File: config.mk
export PLATFORM = sky130hd
export DESIGN_NAME = pulse_param_regfile
export DESIGN_NICKNAME = d
export VERILOG_FILES = /design/src/rtl/pulse_param_regfile.sv
export SDC_FILE = /design/constraint.sdc
export NUM_CORES = 1
export LEC_CHECK = 0
export ABC_AREA = 1
export CAP_MARGIN = 5
export CORE_MARGIN = 4
export CORE_UTILIZATION = 55
export CTS_CLUSTER_DIAMETER = 80
export DETAILED_ROUTE_END_ITERATION = 12
export DONT_BUFFER_PORTS = 1
export PLACE_DENSITY = 0.82
export SLEW_MARGIN = 20
export SYNTH_ARGS = -nofsm -noshare
export SYNTH_HDL_FRONTEND = slang
export SYNTH_SLANG_ARGS = --single-unit
File: constraint.sdc
create_clock -name clk -period 3.5 [get_ports clk]
set_clock_uncertainty 0.1 [all_clocks]
set_input_delay 0.175 -clock clk [delete_from_list [all_inputs] [get_ports clk]]
set_output_delay 0.175 -clock clk [all_outputs]
set_load 0.005 [all_outputs]
File: src/rtl/pulse_param_regfile.sv
// pulse_param_regfile
//   UART command decoder and pulse-parameter register file. A frame is
//   PAYLOAD_BYTES data bytes (LSB first) followed by one command byte:
//   bit7 = 1 READ, 0 WRITE; bits[6:0] = register index. Every frame is
//   answered over the TX byte interface (checksum, read data, or ~checksum
//   for an out-of-range index).
//
//   Optional feature macro: PPR_RX_TIMEOUT_EN
//     defined   -> a partial frame is discarded after TIMEOUT_CYC idle cycles
//     undefined -> a partial frame waits indefinitely for its remaining bytes
//
//   Handshake: rx_valid is a one-cycle strobe with no back-pressure; bytes
//   arriving outside RX are discarded and flagged on rx_drop in the same
//   cycle. tx_start is a one-cycle request issued only while tx_ready is
//   high; tx_byte is held stable from tx_start until the next request.
//
//   state_dbg exposes the FSM state (RX=0, EXEC=1, TX_REQ=2, TX_HOLD=3,
//   TX_WAIT=4) for checkers.
module pulse_param_regfile #(
  parameter int                        NUM_REGS      = 8,
  parameter int                        REG_W         = 32,
  parameter int                        PAYLOAD_BYTES = 4,
  parameter logic [NUM_REGS*REG_W-1:0] RST_VALS      = '0,
  parameter int                        TIMEOUT_CYC   = 100500
) (
  input  logic                      clk,
  input  logic                      reset_n,
  input  logic                      rx_valid,
  input  logic [7:0]                rx_byte,
  input  logic                      tx_ready,
  output logic                      tx_start,
  output logic [7:0]                tx_byte,
  output logic [NUM_REGS*REG_W-1:0] regs_flat,
  output logic                      upd,
  output logic [6:0]                upd_idx,
  output logic                      rx_drop,
  output logic                      busy,
  output logic [2:0]                state_dbg
);

  localparam int PW    = PAYLOAD_BYTES * 8;
  localparam int CNT_W = $clog2(PAYLOAD_BYTES + 1);

  // Elaboration-time parameter sanity checks
  if (PW < REG_W) begin : g_bad_width
    $error("pulse_param_regfile: PAYLOAD_BYTES*8 (%0d) < REG_W (%0d)", PW, REG_W);
  end
  if (TIMEOUT_CYC < 1) begin : g_bad_timeout
    $error("pulse_param_regfile: TIMEOUT_CYC must be >= 1");
  end

  typedef enum logic [2:0] {
    ST_RX      = 3'd0,
    ST_EXEC    = 3'd1,
    ST_TX_REQ  = 3'd2,
    ST_TX_HOLD = 3'd3,
    ST_TX_WAIT = 3'd4
  } state_t;

  state_t                    state_q,    state_d;
  logic [CNT_W-1:0]          cnt_q,      cnt_d;
  logic [PW-1:0]             payload_q,  payload_d;
  logic [7:0]                cmd_q,      cmd_d;
  logic [NUM_REGS*REG_W-1:0] regs_q,     regs_d;
  logic [PW-1:0]             resp_q,     resp_d;
  logic [CNT_W-1:0]          resp_len_q, resp_len_d;
  logic [CNT_W-1:0]          ptr_q,      ptr_d;
  logic                      tx_start_q, tx_start_d;
  logic [7:0]                tx_byte_q,  tx_byte_d;
  logic                      upd_q,      upd_d;
  logic [6:0]                upd_idx_q,  upd_idx_d;

`ifdef PPR_RX_TIMEOUT_EN
  localparam int TMO_W = (TIMEOUT_CYC > 1) ? $clog2(TIMEOUT_CYC) : 1;
  logic [TMO_W-1:0] tmo_q, tmo_d;
`endif

  logic [6:0]       cmd_idx;
  logic             idx_ok;
  logic [7:0]       chk;
  logic [REG_W-1:0] rd_word;
  logic [7:0]       cur_byte;

  assign cmd_idx = cmd_q[6:0];
  assign idx_ok  = (32'(cmd_idx) < 32'(NUM_REGS));

  // Checksum of the payload, addressed register read-out and current response byte
  always_comb begin
    chk = '0;
    for (int j = 0; j < PAYLOAD_BYTES; j++) begin
      chk = chk + payload_q[j*8 +: 8];
    end
    rd_word = '0;
    for (int i = 0; i < NUM_REGS; i++) begin
      if (7'(i) == cmd_idx) rd_word = regs_q[i*REG_W +: REG_W];
    end
    cur_byte = '0;
    for (int j = 0; j < PAYLOAD_BYTES; j++) begin
      if (CNT_W'(j) == ptr_q) cur_byte = resp_q[j*8 +: 8];
    end
  end

  // Next-state logic: frame assembly, command execution and response sequencing
  always_comb begin
    state_d    = state_q;
    cnt_d      = cnt_q;
    payload_d  = payload_q;
    cmd_d      = cmd_q;
    regs_d     = regs_q;
    resp_d     = resp_q;
    resp_len_d = resp_len_q;
    ptr_d      = ptr_q;
    tx_start_d = 1'b0;
    tx_byte_d  = tx_byte_q;
    upd_d      = 1'b0;
    upd_idx_d  = upd_idx_q;
`ifdef PPR_RX_TIMEOUT_EN
    tmo_d      = '0;
`endif

    case (state_q)
      ST_RX: begin
        if (rx_valid) begin
          if (cnt_q == CNT_W'(PAYLOAD_BYTES)) begin
            cmd_d   = rx_byte;
            cnt_d   = '0;
            state_d = ST_EXEC;
          end else begin
            for (int j = 0; j < PAYLOAD_BYTES; j++) begin
              if (CNT_W'(j) == cnt_q) payload_d[j*8 +: 8] = rx_byte;
            end
            cnt_d = cnt_q + CNT_W'(1);
          end
        end
`ifdef PPR_RX_TIMEOUT_EN
        // Idle time inside a partial frame; on expiry the frame is dropped silently
        if (cnt_q != '0 && !rx_valid) begin
          if (tmo_q == TMO_W'(TIMEOUT_CYC - 1)) begin
            cnt_d = '0;
          end else begin
            tmo_d = tmo_q + TMO_W'(1);
          end
        end
`endif
      end

      ST_EXEC: begin
        resp_d = '0;
        ptr_d  = '0;
        if (idx_ok && !cmd_q[7]) begin
          for (int i = 0; i < NUM_REGS; i++) begin
            if (7'(i) == cmd_idx) regs_d[i*REG_W +: REG_W] = payload_q[REG_W-1:0];
          end
          upd_d       = 1'b1;
          upd_idx_d   = cmd_idx;
          resp_d[7:0] = chk;
          resp_len_d  = CNT_W'(1);
        end else if (idx_ok) begin
          resp_d[REG_W-1:0] = rd_word;
          resp_len_d        = CNT_W'(PAYLOAD_BYTES);
        end else begin
          resp_d[7:0] = ~chk;
          resp_len_d  = CNT_W'(1);
        end
        // First byte may launch straight from EXEC so it leaves two cycles after the command
        if (tx_ready) begin
          tx_start_d = 1'b1;
          tx_byte_d  = resp_d[7:0];
          state_d    = ST_TX_HOLD;
        end else begin
          state_d = ST_TX_REQ;
        end
      end

      ST_TX_REQ: begin
        if (tx_ready) begin
          tx_start_d = 1'b1;
          tx_byte_d  = cur_byte;
          state_d    = ST_TX_HOLD;
        end
      end

      // The UART needs a cycle to drop tx_ready after tx_start
      ST_TX_HOLD: begin
        state_d = ST_TX_WAIT;
      end

      ST_TX_WAIT: begin
        if (tx_ready) begin
          if ((ptr_q + CNT_W'(1)) < resp_len_q) begin
            ptr_d   = ptr_q + CNT_W'(1);
            state_d = ST_TX_REQ;
          end else begin
            state_d = ST_RX;
          end
        end
      end

      default: state_d = ST_RX;
    endcase
  end

  // State and output registers
  always_ff @(posedge clk or negedge reset_n) begin
    if (!reset_n) begin
      state_q    <= ST_RX;
      cnt_q      <= '0;
      payload_q  <= '0;
      cmd_q      <= '0;
      regs_q     <= RST_VALS;
      resp_q     <= '0;
      resp_len_q <= '0;
      ptr_q      <= '0;
      tx_start_q <= 1'b0;
      tx_byte_q  <= '0;
      upd_q      <= 1'b0;
      upd_idx_q  <= '0;
`ifdef PPR_RX_TIMEOUT_EN
      tmo_q      <= '0;
`endif
    end else begin
      state_q    <= state_d;
      cnt_q      <= cnt_d;
      payload_q  <= payload_d;
      cmd_q      <= cmd_d;
      regs_q     <= regs_d;
      resp_q     <= resp_d;
      resp_len_q <= resp_len_d;
      ptr_q      <= ptr_d;
      tx_start_q <= tx_start_d;
      tx_byte_q  <= tx_byte_d;
      upd_q      <= upd_d;
      upd_idx_q  <= upd_idx_d;
`ifdef PPR_RX_TIMEOUT_EN
      tmo_q      <= tmo_d;
`endif
    end
  end

  assign tx_start  = tx_start_q;
  assign tx_byte   = tx_byte_q;
  assign regs_flat = regs_q;
  assign upd       = upd_q;
  assign upd_idx   = upd_idx_q;
  assign busy      = (state_q != ST_RX);
  assign rx_drop   = rx_valid && (state_q != ST_RX);
  assign state_dbg = state_q;

endmodule
# Yosys cells after proc, flatten, opt, wreduce, memory -nomap -nowiden
# Index checks and enable logic that the tools add are counted.
# word_totals
regBits,357
in_bits,12
elab_cells,120
# op_classes
n_addsub,5
n_lt_le_gt_ge,2
n_eq_ne,24
mux,36
n_bitwise,2
n_reduce_logical,29
# op_table
cell,n
$mux 32,8
$mux 8,8
$mux 24,2
$reduce_and 3->1,11
$eq 3x7->1 const A,4
$mux 3,9
$add 8x8->8,3
$reduce_and 4->1,5
$pmux 8 s2,1
$pmux 3 s5,1
$eq 2x7->1 const A,2
$eq 2x3->1 const A,4
$ne 2x2->1 const B,6
$logic_not 3->1,3
$not 8->8,1
$eq 1x7->1 const A,1
$logic_not 7->1,1
$lt 7x4->1 const B,1
$add 3x1->3 const B,2
$eq 1x3->1 const A,2
$eq 3x2->1 const B,2
$eq 3x3->1 const B,2
$pmux 3 s2,1
$mux 1,5
10 further kinds,13

# Depth between registers and ports, before layout
# Gate-level depths: netlist of the first run.
# logic_depth
depth_word,13
mapped_depth,17
ltp_nobuf,17

# Least setup slack after synthesis of the first run
# No wires, ideal clock.
# synth_timing
path_kind,reg-to-reg
from,reg payload_q[1]
to,"reg tx_byte_q[5], in the netlist tx_byte[5]"
setup_time_ns,0.077
arrival_ns,2.943
required_ns,3.323
slack_ns,0.380
stages_incl_launch_ff,16
path_buffers,0
synth_period_minus_slack_ns,3.120
cell_sequence,dfrtp_1 clkinv_1 fa_1 fa_1 inv_1 ha_1 fa_1 nand3_1 nand2_1 xnor2_1 nand2_1 o21ai_0 inv_1 nand2_1 nand2_1 a21oi_1
# synth_between
elab_chain_len,8
# synth_rtl
item,line,source
from (decl),62,"logic [PW-1:0] payload_q, payload_d;"
from (signal assigned),224,payload_q <= payload_d;
$add 8x8->8 * (3 in series),91,chk = chk + payload_q[j*8 +: 8];
$not 8->8,162,resp_d[7:0] = ~chk;
$mux 8,158,end else if (idx_ok) begin
$mux 8 *,150,if (idx_ok && !cmd_q[7]) begin
$mux 8 *,166,if (tx_ready) begin
$pmux 8 s2 *,121,case (state_q)
to (signal assigned),231,tx_byte_q <= tx_byte_d;
to (decl),69,"logic [7:0] tx_byte_q, tx_byte_d;"
# Every way passes the cells marked *; elsewhere a longest branch is shown, timed or not. The select of a mux whose other input is x is not followed.
# A chain may end at the register's enable or synchronous reset.

# Worst setup path in the final report of the first run
# Ends and elaborated chain as after synthesis.

==> flow_summary.yaml, run 1 <==
sta:
  drv_slew: 0
  rsz0062_at_grt: "false"
  worst_pin_slew_ps: 996.4
  hold_slack_ps: -739.2
  slew_headroom_pct: 33.21
  min_period_ps: 3238
  hold_violations: 356
  setup_viol: 0
  fin_setup_tns_ps: 0
  max_clock_freq_mhz: 308.9
  post-route-period-util_pct: 92.50
floorplan:
  start_util_pct: 55.90
  die_h_um: 178.8
  fp.dieW_um: 178.8
  ioPinCount: 290
  rows: 62
  die_area_um2: 31970
  coreArea_um2: 28700
run_status:
  outcome: "complete, but fails checks"
  failed_checks: "hold timing"
pwr:
  power.density_nw_per_um2: 858.8
  clkPwrFrac_pct: 26.1
  ir_worst_vdd_uv: 648.6
  intPower_mw: 9.114
  combPwrFrac_pct: 41.4
  netSwitchingFraction_pct: 40.44
  p_leak_nw: 8.366
  p_seq_share_pct: 32.5
  power.switching_mw: 6.189
logic_synthesis:
  ys_types: 33
  synth_top_area_cell: "dfrtp_1"
  yosysSeqAreaShare_pct: 55.53
  ys_warn_count: 0
  syn_area_um2: 16040
  syn_inst: 1865
  ys_seq_elements: 356
  yosys.area.top_type_share_pct: 55.53
  postSynthAreaPerCell_um2: 8.603
  synth_area_leaders: "dfrtp_1 56%, nand2_1 12%, o21ai_1 8.3%"
  syn-num-nets: 1909
critical_path:
  cp_cell_sequence: "clkinv_1, fa_1, fa_1, inv_1, ha_1, fa_1, nand3_1, nand2_1, xnor2_1, nand2_1, o21ai_0, inv_1, nand2_1, nand2_1, a21oi_1"
  ff2ff_path_depth: 15
  slowest_delay_ps: 510
  worstSetupEndpointType: "flip-flop"
  worstReg2RegStart: "payload_q[1]$_DFFE_PN0P_"
  path_class: "reg2reg"
  crit_fanout: 4
  r2r-end: "tx_byte[5]$_DFFE_PN0P_"
  cp_slowest_cell: "fa_1"
  worst_ep_arrival_time_ps: 3580
  rrSetupSlack_ps: 260
  start_kind: "flip-flop"
  critPathMostFrequentCell: "nand2_1"
  worstPathRequired_ps: 3840
cells_and_area:
  final_layout_size_suffix_gt1_share_pct: 7.309
  layout.nets: 1907
  stdcell_area_um2: 17820
  final_cell_mix: "520 x nand2_1, 356 x dfrtp_1, 266 x o21ai_1"
  area_delta_synth_final_pct: 11.06
  nFillCells: 2385
  final_common_cell: "nand2_1"
clocking:
  path_clk_slew_ps: 60
  cts_resized: 0
  cts_tree: "yes"
  cts_setup_buffers: 0
  cts_buffer_depth: 3
  cts.sinks: 356
  ctsHoldBuffers: 10
  cts-buffers-inserted: 39
  cts.htree.levels: 2
  clk_latency_ps: 520
  cts_root_buf: "clkbuf_16"
place:
  place.gp.congestion: 0.9287
  numPortBuffers: 0
  postPlaceCellArea_um2: 16470
  hpwl_um: 36380
routing:
  routedWlPerCell_um: 22.81
  highest_layer: "met4"
  vias_per_cell: 6.089
  drt_iter0_drc: 1681
  drc_errors: 0
  ant_nets: 0
  met1Wirelength_um: 19900
  vias: 13860
  wl_met3_um: 6705
  met2_length_um: 23480
  drt-pass1-iter-count: 5
  wl_um: 51910
global_route:
  grt_overflow_total: 0
  grtUsageTotal_pct: 32.27
  antenna_found_initial: 4
  grt_max_degree: 357
  grt_pass1_vias: 13010
  grt_pass1_wl_um: 78940
run:
  maxCapViolCount: 0
hold_path:
  worst_hold_path_type: "in2async"
Yosys cell counts:
library cell,instances
nor2_2,6
o211ai_1,10
nand3_2,1
nor3_2,1
nand3_1,106
buf_2,44
o22ai_1,9
o21ai_0,91
nor2_4,2
or2_0,3
and3_1,2
buf_4,1
o31ai_1,1
nor2_8,1
o21ai_1,266
a21oi_1,90
nor3_4,1
xor2_1,3
clkbuf_1,53
inv_1,96
inv_2,10
nor2_1,70
xnor2_1,4
a31oi_1,6
nand2_2,7
nand2_1,520
fa_1,14
nand3b_1,2
clkinv_1,26
dfrtp_1,356
or2_2,11
ha_1,18
nand4_1,34
power by group through the flow:
| stage | registers (mW) | clock network [mW] | logic (mW) |
|---|---|---|---|
| finish | 4.97 | 4.00 | 6.33 |
| global route | 5.02 | 4.23 | 7.21 |
| CTS | 4.97 | 4.02 | 6.23 |
| detailed placement | 5.04 | 0 | 6.13 |
| global placement | 5.01 | 0 | 6.02 |
| floorplan | 4.91 | 0 | 4.38 |
registers in the layout (all words and copies together), names as in the netlist:
register / cells
upd: 1
state_dbg: 3
resp_len_q: 2
cnt_q: 3
resp_q: 32
upd_idx: 7
regs_flat: 256
payload_q: 32
cmd_q: 8
ptr_q: 3
tx_start: 1
tx_byte: 8
kinds of logic (layout without fill, tap and decap cells):
kind of cell               Yosys count  count (layout)  synth area share (%)
adders and majority gates           32              32                 3.151
xor gates and xnor gates             7               7                0.3821
buffers and inverters              230             253                 5.748
and+or+nand+nor                    767             767                 20.15
DFF                                356             356                 55.53
other                                0               4                     0
AOI/OAI and AO/OA                  473             473                 15.04
critical path: cells and delay by family (launching register included):
kind            cells  cell delay, ps
buf+inv             3             190
flops               1             340
simple gates        5             430
compound gates      2             200
xor+xnor            1             170
fa+ha+maj           4            1730
cell type report:
type | count | area [um2] | area share (%)
flip-flops and latches | 356 | 8909 | 50.00
multi-input cells | 1279 | 6223 | 34.93
clock buffers | 62 | 1165 | 6.537
inverters | 132 | 495.5 | 2.781
well taps | 384 | 480.5 | 2.696
repair buffers | 55 | 462.9 | 2.598
clock inverters | 4 | 72.57 | 0.4073
diodes | 4 | 10.01 | 0.05618
worst max path at each step:
stage,from,cells past startpoint,to,slack [ps]
global route,payload_q[1]$_DFFE_PN0P_,15,tx_byte[5]$_DFFE_PN0P_,4
finish,payload_q[1]$_DFFE_PN0P_,15,tx_byte[5]$_DFFE_PN0P_,260
detailed placement,payload_q[1]$_DFFE_PN0P_,15,tx_byte[5]$_DFFE_PN0P_,260
CTS,payload_q[1]$_DFFE_PN0P_,15,tx_byte[5]$_DFFE_PN0P_,250
floorplan,payload_q[1]$_DFFE_PN0P_,15,tx_byte[5]$_DFFE_PN0P_,380
global placement,payload_q[1]$_DFFE_PN0P_,15,tx_byte[5]$_DFFE_PN0P_,280
routing by layer:
metal,vias to the layer above,track usage [%]
li1,6183,-
met1,6693,44.58
met2,862,48.61
met3,120,10.90
met4,0,10.17
met5,-,0
metrics by stage:
step	setup WS (ps)	power, mW	hold slack (ps)	util (%)	instances
final	262.4	15.30	-739.2	62.08	2276
after CTS	254.7	15.21	-738.6	62.04	2272
after floorplan	379.9	9.290	-220.6	-	1865
after global placement	276.1	11.03	-191.6	57.38	2196
after global routing	3.809	16.46	-764.2	62.08	2276
after detailed placement	264.8	11.16	-190.9	57.38	2196
(Power assumes the default switching activity.)
==> inputs of run 2 (changes only) <==
--- a/config.mk
+++ b/config.mk
@@ -6,8 +6,7 @@
 export NUM_CORES = 1
 export LEC_CHECK = 0
 export ABC_AREA = 1
-export CAP_MARGIN = 5
-export CORE_MARGIN = 4
+export CAP_MARGIN = 20
 export CORE_UTILIZATION = 55
 export CTS_CLUSTER_DIAMETER = 80
 export DETAILED_ROUTE_END_ITERATION = 12
==> flow_summary.yaml, run 2 (same netlist as run 1, synthesis figures left out) <==
clocking:
  cts_buffer_depth: 3
  cts.sinks: 356
  cts_root_buf: "clkbuf_16"
  path_clk_slew_ps: 60
  cts_setup_buffers: 0
  cts.htree.levels: 2
  cts-buffers-inserted: 38
  ctsHoldBuffers: 10
  cts_resized: 0
  clk_latency_ps: 530
  cts_tree: "yes"
critical_path:
  worstSetupEndpointType: "flip-flop"
  startpoint: "payload_q[1]$_DFFE_PN0P_"
  start_kind: "flip-flop"
  ff2ff_path_depth: 15
  worstReg2RegStart: "payload_q[1]$_DFFE_PN0P_"
  rrSetupSlack_ps: 300
  worst_ep_arrival_time_ps: 3550
  worstPathRequired_ps: 3840
  crit_fanout: 4
  endpoint: "tx_byte[5]$_DFFE_PN0P_"
  path_class: "reg2reg"
  r2r-end: "tx_byte[5]$_DFFE_PN0P_"
sta:
  slew_headroom_pct: -5.424
  drv_slew: 139
  hold_violations: 356
  fin_setup_tns_ps: 0
  hold_slack_ps: -723.9
  worst_pin_slew_ps: 1581
  setup_viol: 0
  post-route-period-util_pct: 91.56
  max_clock_freq_mhz: 312.1
  rsz0062_at_grt: "false"
  min_period_ps: 3204
run_status:
  failed_checks: "hold timing, slew limit"
  outcome: "complete, but fails checks"
cells_and_area:
  final_cells: 2278
  ff_latch_area_um2: 8909
  area_delta_synth_final_pct: 11.37
  final_layout_size_suffix_gt1_share_pct: 7.818
  largest_register_ffs: 256
  stdcell_area_um2: 17870
  nFillCells: 2380
  layout.nets: 1909
  final_cell_mix: "520 x nand2_1, 356 x dfrtp_1, 266 x o21ai_1"
  final_common_cell: "nand2_1"
  postLayoutCoreUtil_pct: 62.25
  multi_input_area_um2: 6223
place:
  postPlaceCellArea_um2: 16480
  hpwl_um: 36190
  place.gp.congestion: 0.9889
  numPortBuffers: 0
  dp.cells: 2199
run:
  maxCapViolCount: 0
routing:
  routedWlPerCell_um: 22.55
  wl_um: 51360
  ant_nets: 0
  drc_errors: 0
  vias: 13830
  drt_iter0_drc: 1667
  drt-pass1-iter-count: 6
  vias_per_cell: 6.072
floorplan:
  coreArea_um2: 28700
  rows: 62
  die_h_um: 172.8
  die_area_um2: 29860
  fp.dieW_um: 172.8
  start_util_pct: 55.90
  ioPinCount: 290
global_route:
  antenna_found_initial: 1
  grt_pass1_vias: 12900
  grt_pass1_wl_um: 78940
  grt_overflow_total: 0
  grt_max_degree: 357
  grtUsageTotal_pct: 34.54
pwr:
  power.density_nw_per_um2: 860.9
  ir_worst_vdd_uv: 721.2
  p_leak_nw: 8.401
hold_path:
  worst_hold_path_type: "in2async"
[run 2: through the flow]
stage	hold slack, ps	worst slack (ps)	total power [mW]
2_1_floorplan	-220.6	379.9	9.290
3_3_place_gp	-204.0	354.1	10.97
3_5_place_dp	-204.0	306.4	11.17
4_1_cts	-752.4	294.4	15.31
5_1_grt	-736.7	19.70	16.44
6_report	-723.9	295.5	15.38
[run 2: final cells by class]
| type | instances | share of cell area, % |
|---|---|---|
| Antenna cell | 1 | 0.01400 |
| Clock buffer | 59 | 6.379 |
| Clock inverter | 9 | 0.8123 |
| Inverter | 132 | 2.773 |
| Multi-Input combinational cell | 1279 | 34.83 |
| Sequential cell | 356 | 49.86 |
| Tap cell | 384 | 2.689 |
| Timing Repair Buffer | 58 | 2.647 |
[run 2: worst max-delay path, stage by stage (launching register included)]
cell	delay [ps]
dfrtp_1	330
clkinv_1	100
fa_1	500
fa_1	490
inv_1	40
ha_1	220
fa_1	510
nand3_1	110
nand2_1	70
xnor2_1	180
nand2_1	60
o21ai_0	70
inv_1	50
nand2_1	90
nand2_1	60
a21oi_1	130
[run 2: metal layers]
| layer | wire (um) | track usage (%) | up-vias | part of all wire, % |
|---|---|---|---|---|
| met3 | 5908 | 9.477 | 125 | 12 |
| met5 | 0 | 0 | - | 0 |
| met1 | 20330 | 47.96 | 6712 | 40 |
| met2 | 23290 | 52.69 | 821 | 45 |
| li1 | - | - | 6174 | - |
| met4 | 1838 | 11.76 | 0 | 3.6 |
[run 2: worst min-delay path by stage]
stage,from,slack (ps),end,cells after the start
after detailed placement,reset_n,-200,cnt_q[0]$_DFFE_PN0P_,0
after global placement,reset_n,-200,regs_flat[229]$_DFFE_PN0P_,0
after global routing,reset_n,-740,cnt_q[0]$_DFFE_PN0P_,0
after floorplan,reset_n,-220,cmd_q[0]$_DFFE_PN0P_,0
final,reset_n,-720,cnt_q[0]$_DFFE_PN0P_,0
after CTS,reset_n,-750,regs_flat[132]$_DFFE_PN0P_,0
[run 2: power breakdown]
| part | switching, mW | leakage, nW | internal (mW) |
|---|---|---|---|
| Combinational | 4.17 | 2.95 | 2.12 |
| Clock | 1.65 | 0.626 | 2.47 |
| Sequential | 0.370 | 4.83 | 4.60 |
